--- src/rtl/snoopy_bus_arbiter.sv ---
// snoopy_bus_arbiter: responder end of the snoopy lock bus.
// Grants one coherence controller at a time (round-robin).
// Compares the owner's key against every other controller's exported lock table.
// Holds the one-bit conflict result until the owner releases the bus.
// Optional build macro SNOOPY_ARB_STATS_EN adds saturating grant/conflict/timeout counters.
module snoopy_bus_arbiter #(
    parameter int unsigned NUM_PROCS     = 4,
    parameter int unsigned MAX_LOCK_KEYS = 4,
    parameter int unsigned GRANT_TIMEOUT = 32
) (
    input  logic                                  clk,
    input  logic                                  reset_n,
    input  logic [NUM_PROCS-1:0]                  bus_request,
    input  logic [NUM_PROCS-1:0]                  bus_release,
    input  logic [NUM_PROCS-1:0]                  snoop_check_req,
    input  logic [32*NUM_PROCS-1:0]               bus_key_flat,
    input  logic [32*NUM_PROCS*MAX_LOCK_KEYS-1:0] locked_key_flat,
    output logic [NUM_PROCS-1:0]                  bus_grant,
    output logic [NUM_PROCS-1:0]                  add_conflict
`ifdef SNOOPY_ARB_STATS_EN
    ,
    output logic [31:0]                           stat_grants,
    output logic [31:0]                           stat_conflicts,
    output logic [15:0]                           stat_timeouts
`endif
);

    localparam int unsigned     IdxW     = $clog2(NUM_PROCS);
    localparam int unsigned     CntW     = $clog2(GRANT_TIMEOUT);
    localparam logic [CntW-1:0] CntLast  = CntW'(GRANT_TIMEOUT - 1);
    localparam logic [IdxW-1:0] IdxLast  = IdxW'(NUM_PROCS - 1);
    // All-ones marks an unused lock-table slot; it must never report a match.
    localparam logic [31:0]     EmptyKey = 32'hFFFF_FFFF;

    typedef enum logic [1:0] {
        StArbIdle,
        StGranted,
        StHold
    } state_e;

    state_e                state_q, state_d;
    logic [IdxW-1:0]       owner_q, owner_d;
    logic [IdxW-1:0]       rr_ptr_q, rr_ptr_d;
    logic [CntW-1:0]       cnt_q, cnt_d;
    logic [NUM_PROCS-1:0]  bus_grant_q, bus_grant_d;
    logic [NUM_PROCS-1:0]  add_conflict_q, add_conflict_d;

    logic                  req_found;
    logic [IdxW-1:0]       req_idx;
    logic [IdxW-1:0]       cand_idx;
    logic [IdxW-1:0]       owner_inc;
    logic [31:0]           owner_key;
    logic [31:0]           entry;
    logic                  conflict;

    // Round-robin pick: first requester at or after rr_ptr.
    always_comb begin
        req_found = 1'b0;
        req_idx   = rr_ptr_q;
        cand_idx  = rr_ptr_q;
        for (int i = 0; i < int'(NUM_PROCS); i++) begin
            cand_idx = IdxW'((int'(rr_ptr_q) + i) % int'(NUM_PROCS));
            if (!req_found && bus_request[cand_idx]) begin
                req_found = 1'b1;
                req_idx   = cand_idx;
            end
        end
    end

    // Owner key against every non-owner table entry; the owner's own table is skipped.
    always_comb begin
        owner_key = '0;
        for (int p = 0; p < int'(NUM_PROCS); p++) begin
            if (owner_q == IdxW'(p)) begin
                owner_key = bus_key_flat[32*p +: 32];
            end
        end
        conflict = 1'b0;
        entry    = '0;
        for (int p = 0; p < int'(NUM_PROCS); p++) begin
            for (int k = 0; k < int'(MAX_LOCK_KEYS); k++) begin
                entry = locked_key_flat[32*(p*int'(MAX_LOCK_KEYS)+k) +: 32];
                if ((owner_q != IdxW'(p)) && (entry == owner_key) && (entry != EmptyKey)) begin
                    conflict = 1'b1;
                end
            end
        end
    end

    assign owner_inc = (owner_q == IdxLast) ? '0 : owner_q + 1'b1;

    // Tenure FSM: next state, registered grant and conflict outputs.
    always_comb begin
        state_d        = state_q;
        owner_d        = owner_q;
        rr_ptr_d       = rr_ptr_q;
        cnt_d          = cnt_q;
        bus_grant_d    = bus_grant_q;
        add_conflict_d = add_conflict_q;
        unique case (state_q)
            StArbIdle: begin
                bus_grant_d    = '0;
                add_conflict_d = '0;
                if (req_found) begin
                    owner_d              = req_idx;
                    bus_grant_d[req_idx] = 1'b1;
                    cnt_d                = '0;
                    state_d              = StGranted;
                end
            end
            StGranted: begin
                if (snoop_check_req[owner_q]) begin
                    bus_grant_d             = '0;
                    add_conflict_d          = '0;
                    add_conflict_d[owner_q] = conflict;
                    state_d                 = StHold;
                end else if (cnt_q == CntLast) begin
                    // Revoke a stale grant so a forgotten request cannot starve the bus.
                    bus_grant_d = '0;
                    rr_ptr_d    = owner_inc;
                    state_d     = StArbIdle;
                end else begin
                    cnt_d = cnt_q + 1'b1;
                end
            end
            StHold: begin
                if (bus_release[owner_q]) begin
                    add_conflict_d = '0;
                    rr_ptr_d       = owner_inc;
                    state_d        = StArbIdle;
                end
            end
            default: begin
                bus_grant_d    = '0;
                add_conflict_d = '0;
                state_d        = StArbIdle;
            end
        endcase
    end

    // State and output registers with synchronous active-low reset.
    always_ff @(posedge clk) begin
        if (!reset_n) begin
            state_q        <= StArbIdle;
            owner_q        <= '0;
            rr_ptr_q       <= '0;
            cnt_q          <= '0;
            bus_grant_q    <= '0;
            add_conflict_q <= '0;
        end else begin
            state_q        <= state_d;
            owner_q        <= owner_d;
            rr_ptr_q       <= rr_ptr_d;
            cnt_q          <= cnt_d;
            bus_grant_q    <= bus_grant_d;
            add_conflict_q <= add_conflict_d;
        end
    end

    assign bus_grant    = bus_grant_q;
    assign add_conflict = add_conflict_q;

`ifdef SNOOPY_ARB_STATS_EN
    logic        grant_evt, conflict_evt, timeout_evt;
    logic [31:0] stat_grants_q, stat_grants_d;
    logic [31:0] stat_conflicts_q, stat_conflicts_d;
    logic [15:0] stat_timeouts_q, stat_timeouts_d;

    assign grant_evt    = (state_q == StArbIdle) && req_found;
    assign conflict_evt = (state_q == StGranted) && snoop_check_req[owner_q] && conflict;
    assign timeout_evt  = (state_q == StGranted) && !snoop_check_req[owner_q] && (cnt_q == CntLast);

    // Saturating event counters.
    always_comb begin
        stat_grants_d    = stat_grants_q;
        stat_conflicts_d = stat_conflicts_q;
        stat_timeouts_d  = stat_timeouts_q;
        if (grant_evt && (stat_grants_q != '1)) begin
            stat_grants_d = stat_grants_q + 32'd1;
        end
        if (conflict_evt && (stat_conflicts_q != '1)) begin
            stat_conflicts_d = stat_conflicts_q + 32'd1;
        end
        if (timeout_evt && (stat_timeouts_q != '1)) begin
            stat_timeouts_d = stat_timeouts_q + 16'd1;
        end
    end

    // Statistics registers.
    always_ff @(posedge clk) begin
        if (!reset_n) begin
            stat_grants_q    <= '0;
            stat_conflicts_q <= '0;
            stat_timeouts_q  <= '0;
        end else begin
            stat_grants_q    <= stat_grants_d;
            stat_conflicts_q <= stat_conflicts_d;
            stat_timeouts_q  <= stat_timeouts_d;
        end
    end

    assign stat_grants    = stat_grants_q;
    assign stat_conflicts = stat_conflicts_q;
    assign stat_timeouts  = stat_timeouts_q;
`endif

endmodule

--- config.mk ---
export PLATFORM = sky130hd
export DESIGN_NAME = snoopy_bus_arbiter
export DESIGN_NICKNAME = d
export VERILOG_FILES = /design/src/rtl/snoopy_bus_arbiter.sv
export SDC_FILE = /design/constraint.sdc
export NUM_CORES = 1
export LEC_CHECK = 0
export CAP_MARGIN = 20
export CORE_AREA = 4 4 258 260
export CTS_CLUSTER_SIZE = 10
export DETAILED_ROUTE_END_ITERATION = 12
export DIE_AREA = 0 0 262 264
export GPL_TIMING_DRIVEN = 0
export SETUP_SLACK_MARGIN = 0.5
export SLEW_MARGIN = 5
export SYNTH_ARGS = -nofsm -noshare
export SYNTH_HDL_FRONTEND = slang
export SYNTH_SLANG_ARGS = --single-unit
--- constraint.sdc ---
create_clock -name clk -period 3.7 [get_ports clk]
set_clock_uncertainty 0.05 [all_clocks]
set_input_delay 0.555 -clock clk [delete_from_list [all_inputs] [get_ports clk]]
set_output_delay 0.555 -clock clk [all_outputs]
set_load 0.02 [all_outputs]
== After elaboration in Yosys (flattened, before gate mapping) ==
Cells that the tools add are included.

* Add/sub/neg operators: 5
* Order comparisons: 8
* Equality and inequality tests: 48
* Mux-type cells: 64
* Bitwise logic cells: 2
* Reduce and logical (&&, ||, !) cells: 51

{| class="wikitable"
|+ Operators with widths
! cell !! count
|-
| 32-bit == test || 16
|-
| 32-bit != test, second input constant || 16
|-
| 32-bit two-way mux || 4
|-
| 1-bit logical AND || 37
|-
| 1-bit two-way mux || 28
|-
| 2-bit two-way mux || 11
|-
| 4-bit two-way mux || 5
|-
| 2-bit by 3-bit < comparator with 1-bit output, second input constant || 6
|-
| 2-bit != test, second input constant || 8
|-
| 5-bit two-way mux || 3
|-
| 1-bit binary-select mux with 2-bit select || 6
|-
| 4-bit one-hot mux with 3 select lines || 1
|-
| 5-bit one-hot mux with 2 select lines || 1
|-
| 4-bit one-hot mux with 2 select lines || 1
|-
| 4-bit AND reduction || 2
|-
| 2-bit == test, second input constant || 3
|-
| 2-bit one-hot mux with 3 select lines || 1
|-
| 2-bit AND reduction || 3
|-
| 2-bit nonzero test || 3
|-
| 5-bit by 1-bit adder with 5-bit output, second input constant || 1
|-
| 5-bit == test, second input constant || 1
|-
| 2-bit by 1-bit adder with 2-bit output, second input constant || 2
|-
| 2-bit adder, second input constant || 2
|-
| 4-bit AND || 1
|-
| other kinds (10) || 16
|}

* Register bits: 19
* Input port bits: 654
* Output and inout bits: 8
* Word-level logic and storage cells: 184

== Depth between registers and ports, before layout ==
Gate-level depths: netlist of the first run.

* Depth after elaboration: 27
* Depth in mapped cells: 15
* Mapped depth without buffers: 11

== Least setup slack after synthesis of the first run ==
Ideal clock, no wire load.

* Kind: reg2reg
* Start point: reg owner_q[0]
* End point: reg add_conflict_q[3], in the netlist add_conflict[3]
* Setup time: 69 ps
* Data arrival time: 3,077 ps
* Required time: 3,581 ps
* Setup slack: 504 ps
* Cell stages (with the launch flop): 14
* Path buffers: 2
* Period minus slack after synthesis: 3,196 ps
* Cell sequence: dfxtp_1 > inv_1 > ha_1 > nor2b_1 > buf_6 > a221oi_2 > buf_4 > xor2_1 > nor4_1 > nand2_1 > or4_1 > nand4_2 > nor3_2 > o21ai_1

* Word-level cells in the longest chain between the ends: 27
* Elaborated cells on any way between the ends: 91
* Classes of those cells: order compare (2); eq/ne (24); mux (28); bitwise (1); reduce/logical (36)

{| class="wikitable"
|+ Ends and longest elaborated chain
! element !! line !! source
|-
| start: declaration || 42 || <nowiki>logic [IdxW-1:0] owner_q, owner_d;</nowiki>
|-
| start signal: assignment || 152 || <nowiki>owner_q <= owner_d;</nowiki>
|-
| 2-bit logical NOT || 74 || <nowiki>if (owner_q == IdxW'(p)) begin</nowiki>
|-
| 32-bit two-way mux (4 in a row) || 74 ||
|-
| 32-bit == test || 83 || <nowiki>if ((owner_q != IdxW'(p)) && (entry == owner_key) && (entry != EmptyKey)) begin</nowiki>
|-
| 1-bit logical AND (2 in a row) || 83 ||
|-
| 1-bit two-way mux (16 in a row) || 83 ||
|-
| 4-bit AND (no line) || - ||
|-
| 4-bit two-way mux || 112 || <nowiki>if (snoop_check_req[owner_q]) begin</nowiki>
|-
| 4-bit one-hot mux with 2 select lines || 100 || <nowiki>unique case (state_q)</nowiki>
|-
| end signal: assignment || 156 || <nowiki>add_conflict_q <= add_conflict_d;</nowiki>
|-
| end: declaration || 46 || <nowiki>logic [NUM_PROCS-1:0] add_conflict_q, add_conflict_d;</nowiki>
|}

Parallel ways exist; a longest one is shown, timed or not. The select of a mux whose other input is x is not followed.
A chain may end at the register's enable or synchronous reset.

== Final worst setup path of the first run ==
* Start point: reg owner_q[1]
* End point: reg add_conflict_q[3], in the netlist add_conflict[3]

Same word-level chain as after synthesis.

==> impl_results.md, run 1 <==
- Status: finished, final reports clean
- Yosys top cell area share: 0.252
- Worst min path class: register to register
- Synth cell types: 62
- Buf/Inv on CP: 8
- Slowest cell on crit path: nand4_1
- Total power: 6.00 mW
- Total gr overflow: 0
- Fin crit period: 3.61 ns
- Worst path most repeated cell: buf_12
- Post-Syn Area: 0.00999 mm²
- Dpl cells: 2766
- CTS tree: yes
- Die W: 262 µm
- Drc violations: 0
- Root buffer cell: clkbuf_16
- Die Area: 0.0692 mm²
- Worst path cell trace: inv_4 > ha_4 > buf_12 > bufbuf_16 > buf_4 > a211oi_2 > a221oi_4 > buf_6 > buf_12 > buf_12 > xnor2_1 > nand4_1 > nor4_1 > nand4_1 > a41oi_4 > buf_12 > a32oi_1 > o21ai_1
- IO Port Bufs: 661
- DRT iter0 DRCs: 1254
- Main area contributors after synthesis: xor2_1, xnor2_1, nand4_1
- Layout area overhead: 108%
- Avg Inst Size Synth: 8.03 µm²
- Dpl hpwl: 72400 µm
- Worst-skew pair later-pin latency: 0.25 ns
- DIE HEIGHT: 264 µm
- Rows: 93
- Fmax: 277 MHz
- WS Path Type: register to register
- Highest-count cells in the layout ignoring fill and taps: clkdlybuf4s50_1, xor2_1, xnor2_1
- Most common cell after layout, fill and taps aside: clkdlybuf4s50_1
- Clock sinks: 19
- Final net count: 2728
- First-pass GRT wire length: 120000 µm
- Required time worst endpoint: 3.84 ns
- Post-synth EDFFs: 0
- Htree depth: 1
- Normalized max-slew margin: 0.562
- CTS Buf Count: 3
- CTS max path bufs: 2
- Share of cells above drive strength 1: 0.165
- Maximum VDD drop: 0.000171 V
- Synth Instances: 1245
- GRT Total Usage: 0.250
- Worst path top cell family by delay: buffers and inverters
- CP Max Fanout: 9
- Largest net degree at the start of global routing: 13
- Max Cap Violations: 0
- Initial antenna violation count: 13
- ANT nets after route: 0
- Final WL: 92900 µm
- I/O Pins: 662
- Leakage: 7.22 nW
- Routed length per instance: 31.7 µm
- Ys Warns: 0
- Initial Util: 0.156
- # hold bufs at CTS: 0
- Max incr delay on CP: 0.42 ns
- Core Box Area: 0.0641 mm²
- Post-Syn Nets: 1905
- Global placer's final weighted congestion: 0.967
- Non-Filler Instances: 2930
- Post-synthesis register bit count: 19
- DR vias/cell: 4.86
- Pwr dens: 289 mW/mm²
- Critical Path End Type: register
- Number of global-route vias before repair: 14700
- Worst-Margin Slew: 0.657 ns
- Final hold viol count: 0
- Critical path startpoint category: register
- Sequential area share after synthesis: 0.0381
- Ys async rst share: 0
- Post-synth top area cell: xor2_1
- DR pass1 iterations: 5
- Final setup viols: 0
- Final Max Tran Viols: 0
- Crit path DAT: 3.75 ns
- Tcrit/Tclk final: 0.977
- RSZ-0062 raised after global routing: yes
- Clock transition at path regs: 0.06 ns
- Vias: 14200
- Ys flop type: dfxtp_1
kinds of logic after synthesis:
family,after synthesis,synth area share
xor+xnor,502,0.440
simple gates,474,0.287
compound gates,138,0.156
buf+inv,103,0.0664
flops,19,0.0381
fa+ha+maj,6,0.00751
mux,3,0.00551
state kept, by name, indices dropped and copies added (netlist names):
name	flops
add_conflict	4
bus_grant	4
owner_q	2
rr_ptr_q	2
state_q	2
cnt_q	5
what timing repair did:
| action | CTS | global route |
|---|---|---|
| resized for setup | 223 | 34 |
| setup endpoints to repair | 4 | 4 |
| buffers inserted | 130 | 15 |
| gates cloned | 6 | 1 |
| pin swaps | 70 | 13 |
final timing paths:
path	cells past startpoint	startpoint	to	slack, ns
worst max register to register	18	owner_q[1]	add_conflict[3]	0.09
worst max-delay path	18	owner_q[1]	add_conflict[3]	0.09
worst min register to register	2	add_conflict[0]	add_conflict[0]	0.40
worst min-delay path	2	add_conflict[0]	add_conflict[0]	0.40
metrics by stage:
stage                     utilization  hold slack (ns)  setup WS (ns)  area (µm²)  setup TNS (ns)
after global placement          0.276            0.402          -2.03       17700           -7.62
after CTS                       0.319            0.408          0.135       20400               0
after global routing            0.324            0.431        -0.0256       20700         -0.0599
after floorplan                     -            0.417          0.504        9990               0
final                           0.324            0.403         0.0852       20800               0
after detailed placement        0.278            0.394          -1.96       17800           -7.22
tightest hold or removal path: cells and delay by family, from the launching register on:
family	cells	cell delay [ns]
DFF	1	0.32
and+or+nand+nor	2	0.09
power breakdown:
group	internal, mW	switching [mW]
Sequential	0.214	0.00940
Combinational	2.72	2.83
Clock	0.146	0.0821
Total	3.08	2.92
per-layer routing:
layer,wire (µm),part of all wire,up-vias,GRT usage
met5,91,0.00098,-,0
met4,3480,0.037,12,0.0782
met3,7610,0.082,173,0.0518
met2,43100,0.46,871,0.416
met1,38600,0.42,6887,0.323
li1,-,-,6294,-
synthesized netlist by cell type (5+ instances only):
cell        n
xor2_1    287
xnor2_1   215
nand4_1   201
nor4_1     93
nor2_1     40
inv_1      39
nor2b_1    37
a21oi_1    33
nand3b_1   31
nand2_1    27
a221oi_4   22
buf_4      20
buf_6      20
a211oi_2   19
dfxtp_1    19
a211oi_1   16
buf_2      15
nor3_1     11
or4_1       9
ha_1        6
nand3_1     6
a22oi_1     5
and3_1      5
clkbuf_1    5
o21ai_0     5
layout make-up:
cell class,instances,area (µm²)
diodes,8,20.0
plain buffers,63,1020
clock buffers,3,75.1
clock inverters,1,7.51
fillers,6671,43400
inverters,40,153
multi-input cells,1123,9450
flip-flops and latches,19,388
well taps,855,1070
repair buffers,818,8580
(Power assumes the default switching activity.)
==> inputs of run 2 (changes only) <==
CORE_AREA = 2 2 256 258   (was 4 4 258 260)
DIE_AREA = 0 0 258 260   (was 0 0 262 264)
==> run 2 against run 1 <==
Net effect: sequential share of layout area is essentially flat; wire length shrank 1.9%; combinational power shrank 4.1%; highest routed layer unchanged; register-to-register slack is essentially flat; largest power group unchanged; critical path type unchanged; critical endpoint is now add_conflict[2]; flip-flop and latch count is the same; die area shrank 3.0%.
==> impl_results.md, run 2 (synthesized netlist as in run 1, its figures left out) <==
- Routed length per instance: 31.4 µm (-0.96%)
- Htree depth: 1 (unchanged)
- Maximum VDD drop: 0.000133 V (-22%)
- Root buffer cell: clkbuf_16
- RSZ-0062 raised after global routing: yes
- GRT Total Usage: 0.258 (+0.00770)
- Share of cells above drive strength 1: 0.156 (-0.00954)
- DIE HEIGHT: 260 µm (-1.5%)
- Most flops, register: cnt_q
- Dpl cells: 2766 (unchanged)
- Clock sinks: 19 (unchanged)
- Most common cell after layout, fill and taps aside: clkdlybuf4s50_1
- Initial antenna violation count: 8 (-5)
- # fillers: 6729 (+0.87%)
- Drc violations: 0 (unchanged)
- Final net count: 2707 (-0.77%)
- First-pass GRT wire length: 120000 µm (-0.25%)
- Critical Path End Type: register
- DR pass1 iterations: 5 (unchanged)
- Number of global-route vias before repair: 14600 (-0.49%)
- Total gr overflow: 0 (unchanged)
- Largest net degree at the start of global routing: 11 (-2)
- Fin crit period: 3.62 ns (+0.00954 ns)
- Core Box Area: 0.0641 mm² (unchanged)
- Worst-Margin Slew: 0.719 ns (+0.0616 ns)
- Max Cap Violations: 0 (unchanged)
- Initial Util: 0.156 (unchanged)
- Global placer's final weighted congestion: 1.01 (+4.8%)
- Tcrit/Tclk final: 0.980 (+0.00258)
- DR vias/cell: 4.87 (+0.22%)
- ANT nets after route: 0 (unchanged)
- Final Max Tran Viols: 0 (unchanged)
- Slowest cell on crit path: or4_4
- # hold bufs at CTS: 0 (unchanged)
- Crit path DAT: 3.76 ns (about the same)
- Hold_sp: add_conflict[0]
- Setup TNS: 0 ns (unchanged)
- Highest-count cells in the layout ignoring fill and taps: clkdlybuf4s50_1, xor2_1, xnor2_1
- Die W: 258 µm (-1.5%)
- DRT iter0 DRCs: 1314 (+4.8%)
- Worst path top cell family by delay: buffers and inverters
- WS Path Type: register to register
- Crit path launch: owner_q[1]
- CTS max path bufs: 2 (unchanged)
- CTS Buf Count: 3 (unchanged)
- Normalized max-slew margin: 0.521 (-0.0411)
- Rows: 93 (unchanged)
- Total power: 5.77 mW (-3.8%)
- Dpl hpwl: 72200 µm (-0.31%)
- IO Port Bufs: 661 (unchanged)
- Final hold viol count: 0 (unchanged)
- Worst-skew pair later-pin latency: 0.26 ns (about the same)
- I/O Pins: 662 (unchanged)
- Worst min path class: register to register
- Vias: 14100 (-0.70%)
- Critical path startpoint category: register
- Buf/Inv on CP: 8 (unchanged)
- Worst path most repeated cell: buf_12
- Die Area: 0.0671 mm² (-3.0%)
- Pwr dens: 283 mW/mm² (-1.9%)
- Worst path cell trace: inv_4 > ha_4 > buf_12 > buf_12 > buf_16 > buf_4 > a211oi_4 > a221oi_4 > buf_12 > buf_12 > xor2_2 > nor4_2 > nand4_1 > or4_4 > a41oi_4 > buf_12 > a32oi_1 > o21ai_1
- Start of the worst register-to-register path: owner_q[1]
- Required time worst endpoint: 3.84 ns (about the same)
- Max incr delay on CP: 0.51 ns (+0.09 ns)
- Layout area overhead: 104%
- Clock transition at path regs: 0.06 ns (about the same)
- Max reg flops: 5 (unchanged)
- Non-Filler Instances: 2903 (-0.92%)
- Fmax: 276 MHz (-0.26%)
- Status: finished, final reports clean
- CTS tree: yes
- CP Max Fanout: 9 (unchanged)
- Leakage: 7.00 nW (-3.0%)
- Final WL: 91100 µm (-1.9%)
- Final setup viols: 0 (unchanged)
run 2: cell count changes in the layout (fill, tap and decap cells not counted), sizes merged:
| cell | change |
|---|---|
| buf | -16 |
| bufbuf | -3 |
| clkbuf | -1 |
| clkinvlp | -1 |
| diode | -6 |
run 2: layer usage:
metal / global-route usage / part of all wire
met2: 0.439 / 0.48
met4: 0.0737 / 0.032
met1: 0.330 / 0.42
met3: 0.0474 / 0.074
met5: 0 / 0.00081
run 2: final cells by class:
cell class / count / area (µm²) / area share
buffer: 63 / 958 / 0.0470
clock buffer: 4 / 78.8 / 0.00387
timing repair buffer: 797 / 8300 / 0.408
inverter: 40 / 153 / 0.00749
antenna: 2 / 5.00 / 0.000246
sequential: 19 / 388 / 0.0190
multi-input combinational: 1123 / 9420 / 0.462
tap: 855 / 1070 / 0.0525
run 2: what timing repair did:
| item | 4_1_cts | 5_1_grt |
|---|---|---|
| gates resized for setup | 211 | 25 |
| pin swaps | 56 | 16 |
| gates cloned | 5 | 0 |
| setup buffers | 118 | 8 |
| endpoints found under the hold margin | 0 | 0 |
| endpoints found under the setup margin | 4 | 4 |
run 2: path summary, 6_finish.rpt:
check	cells after the start	slack (ns)	endpoint
setup / recovery	18	0.08	add_conflict[2]
hold / removal	2	0.41	add_conflict[0]
setup reg to reg	18	0.08	add_conflict[2]
hold reg to reg	2	0.41	add_conflict[0]
run 2: worst reg2reg max path, cell delays in order, from the launching register on:
cell	delay [ns]
dfxtp_4	0.39
inv_4	0.05
ha_4	0.16
buf_12	0.14
buf_12	0.13
buf_16	0.12
buf_4	0.13
a211oi_4	0.24
a221oi_4	0.11
buf_12	0.15
buf_12	0.15
xor2_2	0.15
nor4_2	0.35
nand4_1	0.13
or4_4	0.51
a41oi_4	0.25
buf_12	0.15
a32oi_1	0.10
o21ai_1	0.10
run 2: metrics by stage:
stage	hold WS, ns	setup slack, ns	util	instance area [µm²]
2_1_floorplan	0.417	0.504	-	9990
3_3_place_gp	0.397	-1.78	0.276	17700
3_5_place_dp	0.402	-1.70	0.278	17800
4_1_cts	0.421	0.121	0.314	20200
5_1_grt	0.433	-0.0295	0.318	20400
6_report	0.412	0.0756	0.318	20400
run 2: where the power goes:
part | total (mW) | internal [mW] | switching [mW]
clock | 0.231 | 0.147 | 0.0841
combinational | 5.32 | 2.58 | 2.74
sequential | 0.224 | 0.214 | 0.0102
total | 5.77 | 2.94 | 2.83
==> inputs of run 3 (changes only) <==
TNS_END_PERCENT = 1   (was not set)
==> run 3 against run 2 <==
Net effect: die area stayed put; clock-buffer cell count stayed put; global-route usage is 0.40 points lower; worst hold slack hardly changed; clock power hardly changed; power is 5.8% lower; design area is 4.2% lower.
==> impl_results.md, run 3 (synthesized netlist as in run 1, its figures left out) <==
- Min Hold Slack: 0.412 ns (+0.000133 ns)
- Global placer's final weighted congestion: 1.01 (unchanged)
- DR vias/cell: 4.85 (-0.44%)
- Final net count: 2663 (-1.6%)
- CTS Buf Count: 3 (unchanged)
- # hold bufs at CTS: 0 (unchanged)
- Crit path DAT: 3.84 ns (+0.08 ns)
- Initial Util: 0.156 (unchanged)
- Htree depth: 1 (unchanged)
- Clock power frac: 0.043 (+0.003)
- Psw: 2.74 mW (-3.2%)
- Comb power frac: 0.916 (-0.005)
- Die W: 258 µm (unchanged)
- Final Max Tran Viols: 0 (unchanged)
- First-pass GRT wire length: 118000 µm (-1.5%)
- Clock sinks: 19 (unchanged)
- Tcrit/Tclk final: 0.998 (+0.0180)
- Highest-count cells in the layout ignoring fill and taps: clkdlybuf4s50_1, xor2_1, xnor2_1
- Sw Ratio: 0.504 (+0.0134)
- Initial antenna violation count: 9 (+1)
- Internal: 2.70 mW (-8.2%)
- Setup TNS: 0 ns (unchanged)
- DIE HEIGHT: 260 µm (unchanged)
- Vias: 13900 (-1.9%)
- Critical path startpoint category: register
- Max reg flops: 5 (unchanged)
- Critical Path End Type: register
- Fin crit period: 3.69 ns (+0.0667 ns)
- Worst reg2reg endpoint: add_conflict[0]
- Fmax: 271 MHz (-1.8%)
- Core Box Area: 0.0641 mm² (unchanged)
- Final hold viol count: 0 (unchanged)
- Final setup viols: 0 (unchanged)
- Maximum VDD drop: 0.000130 V (-2.6%)
- Hold path endpoint: add_conflict[0]
- Setup slack at placement: -1.70 ns (unchanged)
- WS Path Type: register to register
- GRT Total Usage: 0.254 (-0.00395)
- CP Max Fanout: 10 (+1)
- Status: finished, final reports clean
- RSZ-0062 raised after global routing: yes
- Final WL: 89600 µm (-1.7%)
- ANT nets after route: 0 (unchanged)
- Final setup margin: 0.00890 ns (-0.0667 ns)
- Root buffer cell: clkbuf_16
- Pwr dens: 279 mW/mm² (-1.6%)
- Number of global-route vias before repair: 14300 (-1.7%)
- Rows: 93 (unchanged)
- Layout area overhead: 95.3%
- Worst min path class: register to register
- Dpl hpwl: 72200 µm (unchanged)
- Start of the worst register-to-register path: owner_q[1]
- CTS tree: yes
- Normalized max-slew margin: 0.513 (-0.00782)
- CTS max path bufs: 2 (unchanged)
- Worst R2R Setup Slack: 0.009 ns (-0.07 ns)
- Leakage: 6.63 nW (-5.3%)
- Max Cap Violations: 0 (unchanged)
- DRT iter0 DRCs: 1468 (+12%)
- Most common cell after layout, fill and taps aside: clkdlybuf4s50_1
- Total gr overflow: 0 (unchanged)
- I/O Pins: 662 (unchanged)
- Routed length per instance: 31.3 µm (-0.18%)
- Clock transition at path regs: 0.06 ns (about the same)
- Required time worst endpoint: 3.85 ns (about the same)
- Die Area: 0.0671 mm² (unchanged)
- Drc violations: 0 (unchanged)
- DR pass1 iterations: 6 (+1)
- Hold_sp: add_conflict[0]
- Share of cells above drive strength 1: 0.128 (-0.0280)
- Most flops, register: cnt_q
- # fillers: 6807 (+1.2%)
- Largest net degree at the start of global routing: 11 (unchanged)
- IO Port Bufs: 661 (unchanged)
- Worst Reg-to-Reg Cells: 15 (-3)
- Seq pwr share: 0.041 (+0.002)
- Hold depth: 2 (unchanged)
- Worst-Margin Slew: 0.731 ns (+0.0117 ns)
- Worst-skew pair later-pin latency: 0.26 ns (about the same)
## run 3: cell count changes in the layout (fill, tap and decap cells not counted), sizes merged
| cell | previous run | this run |
|---|---|---|
| buf | 192 | 151 |
| diode | 2 | 3 |
| clkbuf | 11 | 8 |
## run 3: stage by stage
stage | std cells | instance area, µm² | utilization | power, mW
floorplan | 1245 | 9990 | - | 2.28
global placement | 2761 | 17700 | 0.276 | 4.33
detailed placement | 2766 | 17800 | 0.278 | 4.38
CTS | 2852 | 19300 | 0.301 | 5.34
global route | 2858 | 19500 | 0.304 | 5.69
finish | 2860 | 19500 | 0.304 | 5.44
## run 3: worst max-delay path by stage
| stage | cells past startpoint | from | endpoint | slack (ns) |
|---|---|---|---|---|
| 2_1_floorplan | 13 | owner_q[0] | add_conflict[3] | 0.50 |
| 3_3_place_gp | 13 | owner_q[0] | add_conflict[3] | -1.78 |
| 3_5_place_dp | 13 | owner_q[0] | add_conflict[0] | -1.70 |
| 4_1_cts | 15 | owner_q[1] | add_conflict[1] | 0.02 |
| 5_1_grt | 17 | owner_q[1] | add_conflict[0] | -0.10 |
| 6_report | 15 | owner_q[1] | add_conflict[0] | 0.009 |
## run 3: critical path, cell delays in order (launching register included)
cell      delay (ns)
dfxtp_4         0.38
inv_1           0.07
ha_1            0.19
buf_6           0.14
buf_4           0.18
nand3b_1        0.28
a221oi_4        0.32
buf_12          0.17
buf_12          0.16
xor2_1          0.09
nor4_2          0.49
nand4_1         0.15
or4_1           0.52
nand4_4         0.18
o311ai_1        0.15
nand2_1         0.11
## run 3: power by group through the flow
stage,Clock (mW),Sequential [mW],Combinational [mW]
4_1_cts,0.233,0.223,4.88
2_1_floorplan,0,0.229,2.05
5_1_grt,0.241,0.224,5.22
6_report,0.231,0.223,4.98
3_5_place_dp,0,0.230,4.15
3_3_place_gp,0,0.230,4.10
## run 3: area by class of cell
cell class | count | area, µm² | share of cell area
Buffer | 63 | 795 | 0.0407
Antenna cell | 3 | 7.51 | 0.000385
Timing Repair Buffer | 753 | 7780 | 0.399
Tap cell | 855 | 1070 | 0.0548
Multi-Input combinational cell | 1123 | 9240 | 0.474
Inverter | 40 | 150 | 0.00769
Sequential cell | 19 | 388 | 0.0199
Clock buffer | 4 | 78.8 | 0.00404
## run 3: routing by layer
metal | wire [µm] | global-route usage | part of all wire | up-vias
met4 | 2660 | 0.0639 | 0.030 | 12
met1 | 37100 | 0.327 | 0.41 | 6714
met2 | 42800 | 0.437 | 0.48 | 841
met5 | 74 | 0 | 0.00083 | -
met3 | 7040 | 0.0422 | 0.079 | 151
li1 | - | - | - | 6149
## run 3: what timing repair did
item,CTS,global route
endpoints found under the setup margin,4,4
setup buffers,82,5
resized for setup,118,35
pin swaps,39,19
endpoints found under the hold margin,0,0
